### src/rtl/fetch_unit.sv
// Instruction fetch unit: owns the PC, issues one memory read per doFetch and
// latches the returned word, faulting on timeout or a misaligned branch target.
module fetch_unit #(
  parameter logic [31:0] RESET_VECTOR = 32'h0000_0000,
  parameter int unsigned TIMEOUT      = 16
) (
  input  logic        clk,
  input  logic        rstN,
  input  logic        doFetch,
  input  logic        doNext,
  input  logic        doReset,
  input  logic        branchTaken,
  input  logic [31:0] branchTarget,
  output logic        memReq,
  output logic [31:0] memAddr,
  input  logic        memAck,
  input  logic [31:0] memData,
  output logic [31:0] pc,
  output logic [31:0] instruction,
  output logic        fetchDone,
  output logic        fetchBusy,
  output logic        fetchError
);

  typedef enum logic [1:0] {
    IDLE  = 2'b00,
    REQ   = 2'b01,
    DONE  = 2'b10,
    ERROR = 2'b11
  } state_e;

  localparam logic [7:0] CNT_LAST = 8'(TIMEOUT - 1);

  state_e      state_q, state_d;
  logic [31:0] pc_q, pc_d;
  logic [31:0] instr_q, instr_d;
  logic [7:0]  cnt_q, cnt_d;
  logic        bad_branch;

  assign bad_branch = doNext && branchTaken && (branchTarget[1:0] != 2'b00);

  always_ff @(posedge clk or negedge rstN) begin
    if (!rstN) begin
      state_q <= IDLE;
      pc_q    <= RESET_VECTOR;
      instr_q <= 32'h0;
      cnt_q   <= 8'h0;
    end else begin
      state_q <= state_d;
      pc_q    <= pc_d;
      instr_q <= instr_d;
      cnt_q   <= cnt_d;
    end
  end

  // doReset overrides every state, including an ack arriving in the same cycle
  always_comb begin
    state_d = state_q;
    case (state_q)
      IDLE: begin
        if (bad_branch)   state_d = ERROR;
        else if (doFetch) state_d = REQ;
      end
      REQ: begin
        if (memAck)                 state_d = DONE;
        else if (cnt_q == CNT_LAST) state_d = ERROR;
      end
      DONE:    state_d = IDLE;
      ERROR:   state_d = ERROR;
      default: state_d = IDLE;
    endcase
    if (doReset) state_d = IDLE;
  end

  // PC update lands on the same edge as IDLE->REQ, so the fetch sees the new PC
  always_comb begin
    pc_d    = pc_q;
    instr_d = instr_q;
    cnt_d   = cnt_q;
    if (doReset) begin
      pc_d    = RESET_VECTOR;
      instr_d = 32'h0;
      cnt_d   = 8'h0;
    end else begin
      case (state_q)
        IDLE: begin
          cnt_d = 8'h0;
          if (doNext && !bad_branch)
            pc_d = branchTaken ? branchTarget : pc_q + 32'd4;
        end
        REQ: begin
          if (memAck) instr_d = memData;
          else        cnt_d   = cnt_q + 8'd1;
        end
        default: ;
      endcase
    end
  end

  always_comb begin
    memReq     = (state_q == REQ);
    fetchDone  = (state_q == DONE);
    fetchBusy  = (state_q != IDLE);
    fetchError = (state_q == ERROR);
  end

  assign memAddr     = pc_q;
  assign pc          = pc_q;
  assign instruction = instr_q;

endmodule

### config.mk
export PLATFORM = sky130hd
export DESIGN_NAME = fetch_unit
export DESIGN_NICKNAME = d
export VERILOG_FILES = /design/src/rtl/fetch_unit.sv
export SDC_FILE = /design/constraint.sdc
export NUM_CORES = 1
export LEC_CHECK = 0
export ABC_AREA = 1
export BUFFER_PORTS_ARGS = -buffer_cell sky130_fd_sc_hd__buf_2
export CORE_MARGIN = 10
export CORE_UTILIZATION = 54
export DETAILED_ROUTE_END_ITERATION = 8
export PLACE_DENSITY = 0.91
export SYNTH_ARGS = -nofsm -noshare
export SYNTH_HDL_FRONTEND = slang
export SYNTH_SLANG_ARGS = --single-unit
### constraint.sdc
create_clock -name clk -period 3.5 [get_ports clk]
set_input_delay 0 -clock clk [delete_from_list [all_inputs] [get_ports clk]]
set_output_delay 0 -clock clk [all_outputs]
set_load 0.02 [all_outputs]
Yosys cells after proc, flatten, opt, wreduce, memory -nomap -nowiden
Cells that the tools add are included.
{ "op_classes": {"n_shift": 0, "n_lt_le_gt_ge": 0, "mux": 16, "addsub": 2, "n_div": 0, "bitwise_logic": 0, "reduce_logical": 16, "n_mul": 0, "n_eq_ne": 7} }
{ "op_table": {"columns": ["op", "n"], "rows": [
  ["two-way mux 32 bit", 7],
  ["adder 32 x 3 -> 32 bit (second input constant)", 1],
  ["two-way mux 8 bit", 2],
  ["case mux 8 bit (2 select lines)", 1],
  ["nonzero test 2 bit", 6],
  ["two-way mux 2 bit", 5],
  ["adder 8 x 1 -> 8 bit (second input constant)", 1],
  ["== test 8 x 4 -> 1 bit (second input constant)", 1],
  ["case mux 2 bit (4 select lines)", 1],
  ["AND reduction 2 bit", 4],
  ["== test 2 bit (second input constant)", 2],
  ["inequality test 4 x 2 -> 1 bit (second input constant)", 1],
  ["inequality test 4 bit (second input constant)", 1],
  ["logical AND 1 bit", 3],
  ["inequality test 3 bit (second input constant)", 1],
  ["nonzero test 3 bit", 1],
  ["== test 2 x 1 -> 1 bit (second input constant)", 1],
  ["logical NOT 2 bit", 1],
  ["logical NOT 1 bit", 1]
]} }
{ "totals": {"n_memories": 0, "in_bits": 71, "out_inout_bits": 100, "romBits": 0, "mem_bits_rw": 0, "regBits": 74, "latchBits": 0} }

Depth between registers and ports, before layout
{ "logic_depth": {"ltp_word": 7, "ltp_mapped": 10} }

Worst setup path after synthesis
Ideal clock, no wire load.
{ "synth_path": {"path_type": "reg2reg", "start": "register pc_q[3] (netlist: memAddr[3])", "end": "register pc_q[26] (netlist: memAddr[26])", "setup_time_ns": 0.117, "required_ns": 3.383, "arrival_ns": 1.483, "path_stages_with_launch": 11, "path_slack_ns": 1.900, "cell_sequence": "dfrtp_1 -> ha_1 -> nand2_2 -> nor2_4 -> nand2_4 -> nor2_4 -> nand2_1 -> nand2_1 -> nand3_1 -> nand2_1 -> nand2_1"} }
{ "synth_via": {"elab_chain_cells": 5} }
{ "synth_rtl": {"columns": ["item", "line_no", "source"], "rows": [
  ["start: declaration", "35", "logic [31:0] pc_q, pc_d;"],
  ["start signal: assignment", "50", "pc_q <= pc_d;"],
  ["adder 32 x 3 -> 32 bit", "89", "pc_d = branchTaken ? branchTarget : pc_q + 32'd4;"],
  ["two-way mux 32 bit", "89", null],
  ["two-way mux 32 bit", "88", "if (doNext && !bad_branch)"],
  ["two-way mux 32 bit", "85", "case (state_q)"],
  ["two-way mux 32 bit", "80", "if (doReset) begin"]
]} }
Every way passes these cells. The select of a mux whose other input is x is not followed.
A chain may end at the register's enable or synchronous reset.

Final worst setup path
{ "layout_path": {"start": "register state_q[1]", "end": "register pc_q[3] (netlist: memAddr[3])"} }
{ "layout_via": {"elab_chain_cells": 3} }
{ "layout_rtl": {"columns": ["item", "line_no", "source"], "rows": [
  ["start: declaration", "34", "state_e state_q, state_d;"],
  ["start signal: assignment", "49", "state_q <= state_d;"],
  ["logical NOT 2 bit", "85", null],
  ["nonzero test 2 bit (no line)", null, null],
  ["AND reduction 2 bit (no line)", null, null]
]} }
Every way passes these cells.

==> summary.txt <==
Cells and area
  • Register area: 0.00185 mm^2
  • Leading cell type in the layout, fill and taps excluded: nand2_1
  • Most frequent cells in the layout: 183 x nand2_1, 169 x buf_2, 103 x nand3_1, 93 x nor2_1, 74 x dfrtp_1
  • Multi-input gate area: 0.00222 mm^2
  • Design area: 0.00605 mm^2
  • Area growth syn-to-layout: 29.2%
  • # fillers: 661
  • Non-Filler Instances: 951
  • Layout cells sized above 1: 26.6%
  • Final nets: 911

Yosys
  • Cell variety after synth: 34
  • Post-synth top area share: 39.6%
  • Yosys warning count: 0
  • Post-synthesis net count: 728
  • Synth area leaders: dfrtp_1 40%, nand2_1 15%, nand3_1 11%, nor2_1 7.5%, buf_4 5.3%
  • Synthesized area: 0.00468 mm^2
  • Syn Inst Count: 655
  • Yosys top cell by area: dfrtp_1
  • Synthesized area per cell: 7.14 um^2
  • Yosys reg bits: 74
  • Part of the Yosys area used for sequential elements: 39.6%

Worst setup path
  • Most used cell, CP: inv_2
  • Kind of critical path: flop to flop
  • Sequence of cells on the critical path: inv_2 -> nand2_4 -> nor2_2 -> nand3_2 -> inv_2 -> o21ai_0 -> o21ai_1
  • Worst EP arrival: 2.28 ns
  • R2R Setup Slk: 1.52 ns
  • Type of origin of the critical path: flop
  • Worst Setup End Kind: flop
  • CP max stage delay: 0.47 ns
  • Crit Path Max Fanout: 24
  • Required time worst endpoint: 3.79 ns
  • Worst path slowest cell: nand3_2

Pwr
  • Leakage power: 3.21 nW
  • Maximum VDD drop: 228 uV
  • Total power: 2.15 mW
  • PD cells: 356 mW/mm^2

STA
  • Worst-case hold slack: 0.00207 ns
  • Final min period: 1.98 ns
  • Fin. Hold Viols: 0
  • Final Setup Violations: 0
  • RSZ-0062 raised after global routing: no
  • Slew @ Worst Pin: 0.958 ns
  • Final Cycle Share: 56.7%
  • Max Slew Vio Count: 0
  • F_max: 504 MHz
  • Final Skew: 0.0128 ns
  • Max_slew headroom: 36.2%
  • Final TNS setup: 0 ns

Clock tree
  • Post-CTS sizing: 0
  • Root buf cell: clkbuf_8
  • CTS tree: built
  • Hold Buf Count CTS: 59
  • Clk_lat worst skew: 0.36 ns
  • Clock Sinks: 74
  • Clock slew at reported path FFs: 0.09 ns
  • CTS Buf Count: 9
  • H-Tree Depth: 3
  • Clock buffer depth: 2
  • Postcts setup bufs: 0

Run status
  • Outcome: completed

Detailed routing
  • Via Count: 5120
  • DR pass1 iterations: 5
  • DR WL/cell: 16.4 um
  • ANT nets after route: 0
  • Final WL: 15600 um
  • Routed vias/inst: 5.38
  • DR DRC count: 0
  • Initial DRC count: 312

Global routing
  • GRT overflow: 0
  • First-pass GRT wire length: 25300 um
  • GRT Util Overall: 23.5%
  • Initial antenna violation count: 2
  • Largest net degree at the start of global routing: 75
  • Number of global-route vias before repair: 5217

Floorplan
  • Core Area: 0.00834 mm^2
  • Die width: 113 um
  • Top Ports: 171
  • Cell Rows: 33
  • Full die area: 0.0128 mm^2
  • Die Y: 113 um
  • Initial Util: 56.1%

Place
  • Gp weighted congestion: 0.886
  • Port bufs: 170
  • Placed Cells: 873
  • HPWL after detailed placement: 10100 um
  • Placed Area: 0.00525 mm^2

Run
  • Max-cap viol count: 0

Worst hold path
  • Min-delay worst type: input port to flop
-- per-stage QoR --
step | setup WS (ns) | utilization (%)
2_1_floorplan | 1.90 | -
3_3_place_gp | 1.64 | 62.9
3_5_place_dp | 1.52 | 62.9
4_1_cts | 1.58 | 72.4
5_1_grt | 1.38 | 72.5
6_report | 1.52 | 72.5
-- synth_stat cells --
cell,n
o21bai_1,1
nand2_1,183
or2_1,2
nand2_2,6
nand4_1,7
a21oi_1,4
xor2_1,3
nor3_1,4
nor2_4,8
ha_1,2
and2_1,1
nand3_1,103
nand2_4,5
dfrtp_1,74
o21ai_0,27
nor2_1,93
nand3_2,2
buf_2,2
nand3b_1,2
inv_1,44
o22ai_1,1
inv_4,1
o211ai_1,2
nor2_2,6
o21ai_2,3
buf_1,5
buf_6,10
clkbuf_1,7
nor3_2,1
buf_4,33
o21ai_1,5
xnor2_1,2
inv_2,5
a21oi_4,1
-- registers in the layout (all words and copies together), names as in the netlist --
signal / cells
state_q: 2
instruction: 32
cnt_q: 8
memAddr: 32
-- worst paths after layout --
| kind | start | to | cells past startpoint |
|---|---|---|---|
| min | branchTarget[13] | memAddr[13]$_DFFE_PN0P_ | 5 |
| min in group asynchronous | rstN | memAddr[6]$_DFFE_PN0P_ | 2 |
| max reg2reg | state_q[1]$_DFFE_PN0P_ | memAddr[3]$_DFFE_PN0P_ | 7 |
| max | state_q[1]$_DFFE_PN0P_ | memAddr[3]$_DFFE_PN0P_ | 7 |
| min reg2reg | memAddr[1]$_DFFE_PN0P_ | memAddr[1]$_DFFE_PN0P_ | 2 |
| max in group asynchronous | rstN | cnt_q[7]$_DFFE_PN0P_ | 2 |
-- per-layer routing --
| layer | global-route usage (%) | up-vias | share of wire, % | wire length, um |
|---|---|---|---|---|
| li1 | - | 2430 | - | - |
| met1 | 25.5 | 2359 | 36 | 5670 |
| met2 | 41.0 | 296 | 50 | 7720 |
| met3 | 8.19 | 35 | 12 | 1840 |
| met4 | 9.39 | 0 | 2.4 | 369 |
| met5 | 0 | - | 0 | 0 |
-- area by class of cell --
type | count | area share (%)
antenna | 3 | 0.124
clock buffer | 9 | 2.05
clock inverter | 7 | 1.26
inverter | 50 | 3.15
multi-input combinational | 474 | 36.7
sequential | 74 | 30.6
tap | 105 | 2.17
timing repair buffer | 229 | 23.9
-- kinds of logic (layout without fill, tap and decap cells) --
| kind of cell | Yosys count | after routing | synth area share, % |
|---|---|---|---|
| AOI/OAI and AO/OA | 44 | 44 | 5.38 |
| xor gates and xnor gates | 5 | 5 | 0.936 |
| adders and majority gates | 2 | 2 | 0.535 |
| buffers and inverters | 107 | 295 | 12.9 |
| DFF | 74 | 74 | 39.6 |
| other | 0 | 3 | 0 |
| and+or+nand+nor | 423 | 423 | 40.6 |
-- critical path: cells and delay by family, from the launching register on --
kind                   cells  cell delay, ns
and+or+nand+nor            3            0.69
buffers and inverters      2            0.45
DFF                        1            0.43
AOI/OAI and AO/OA          2            0.34
-- where the power goes --
part,switching (mW),total (mW),internal [mW]
Combinational,0.314,0.493,0.179
Clock,0.364,0.699,0.334
Sequential,0.0604,0.961,0.901
Total,0.739,2.15,1.41
Power figures use the tool's default switching activity.
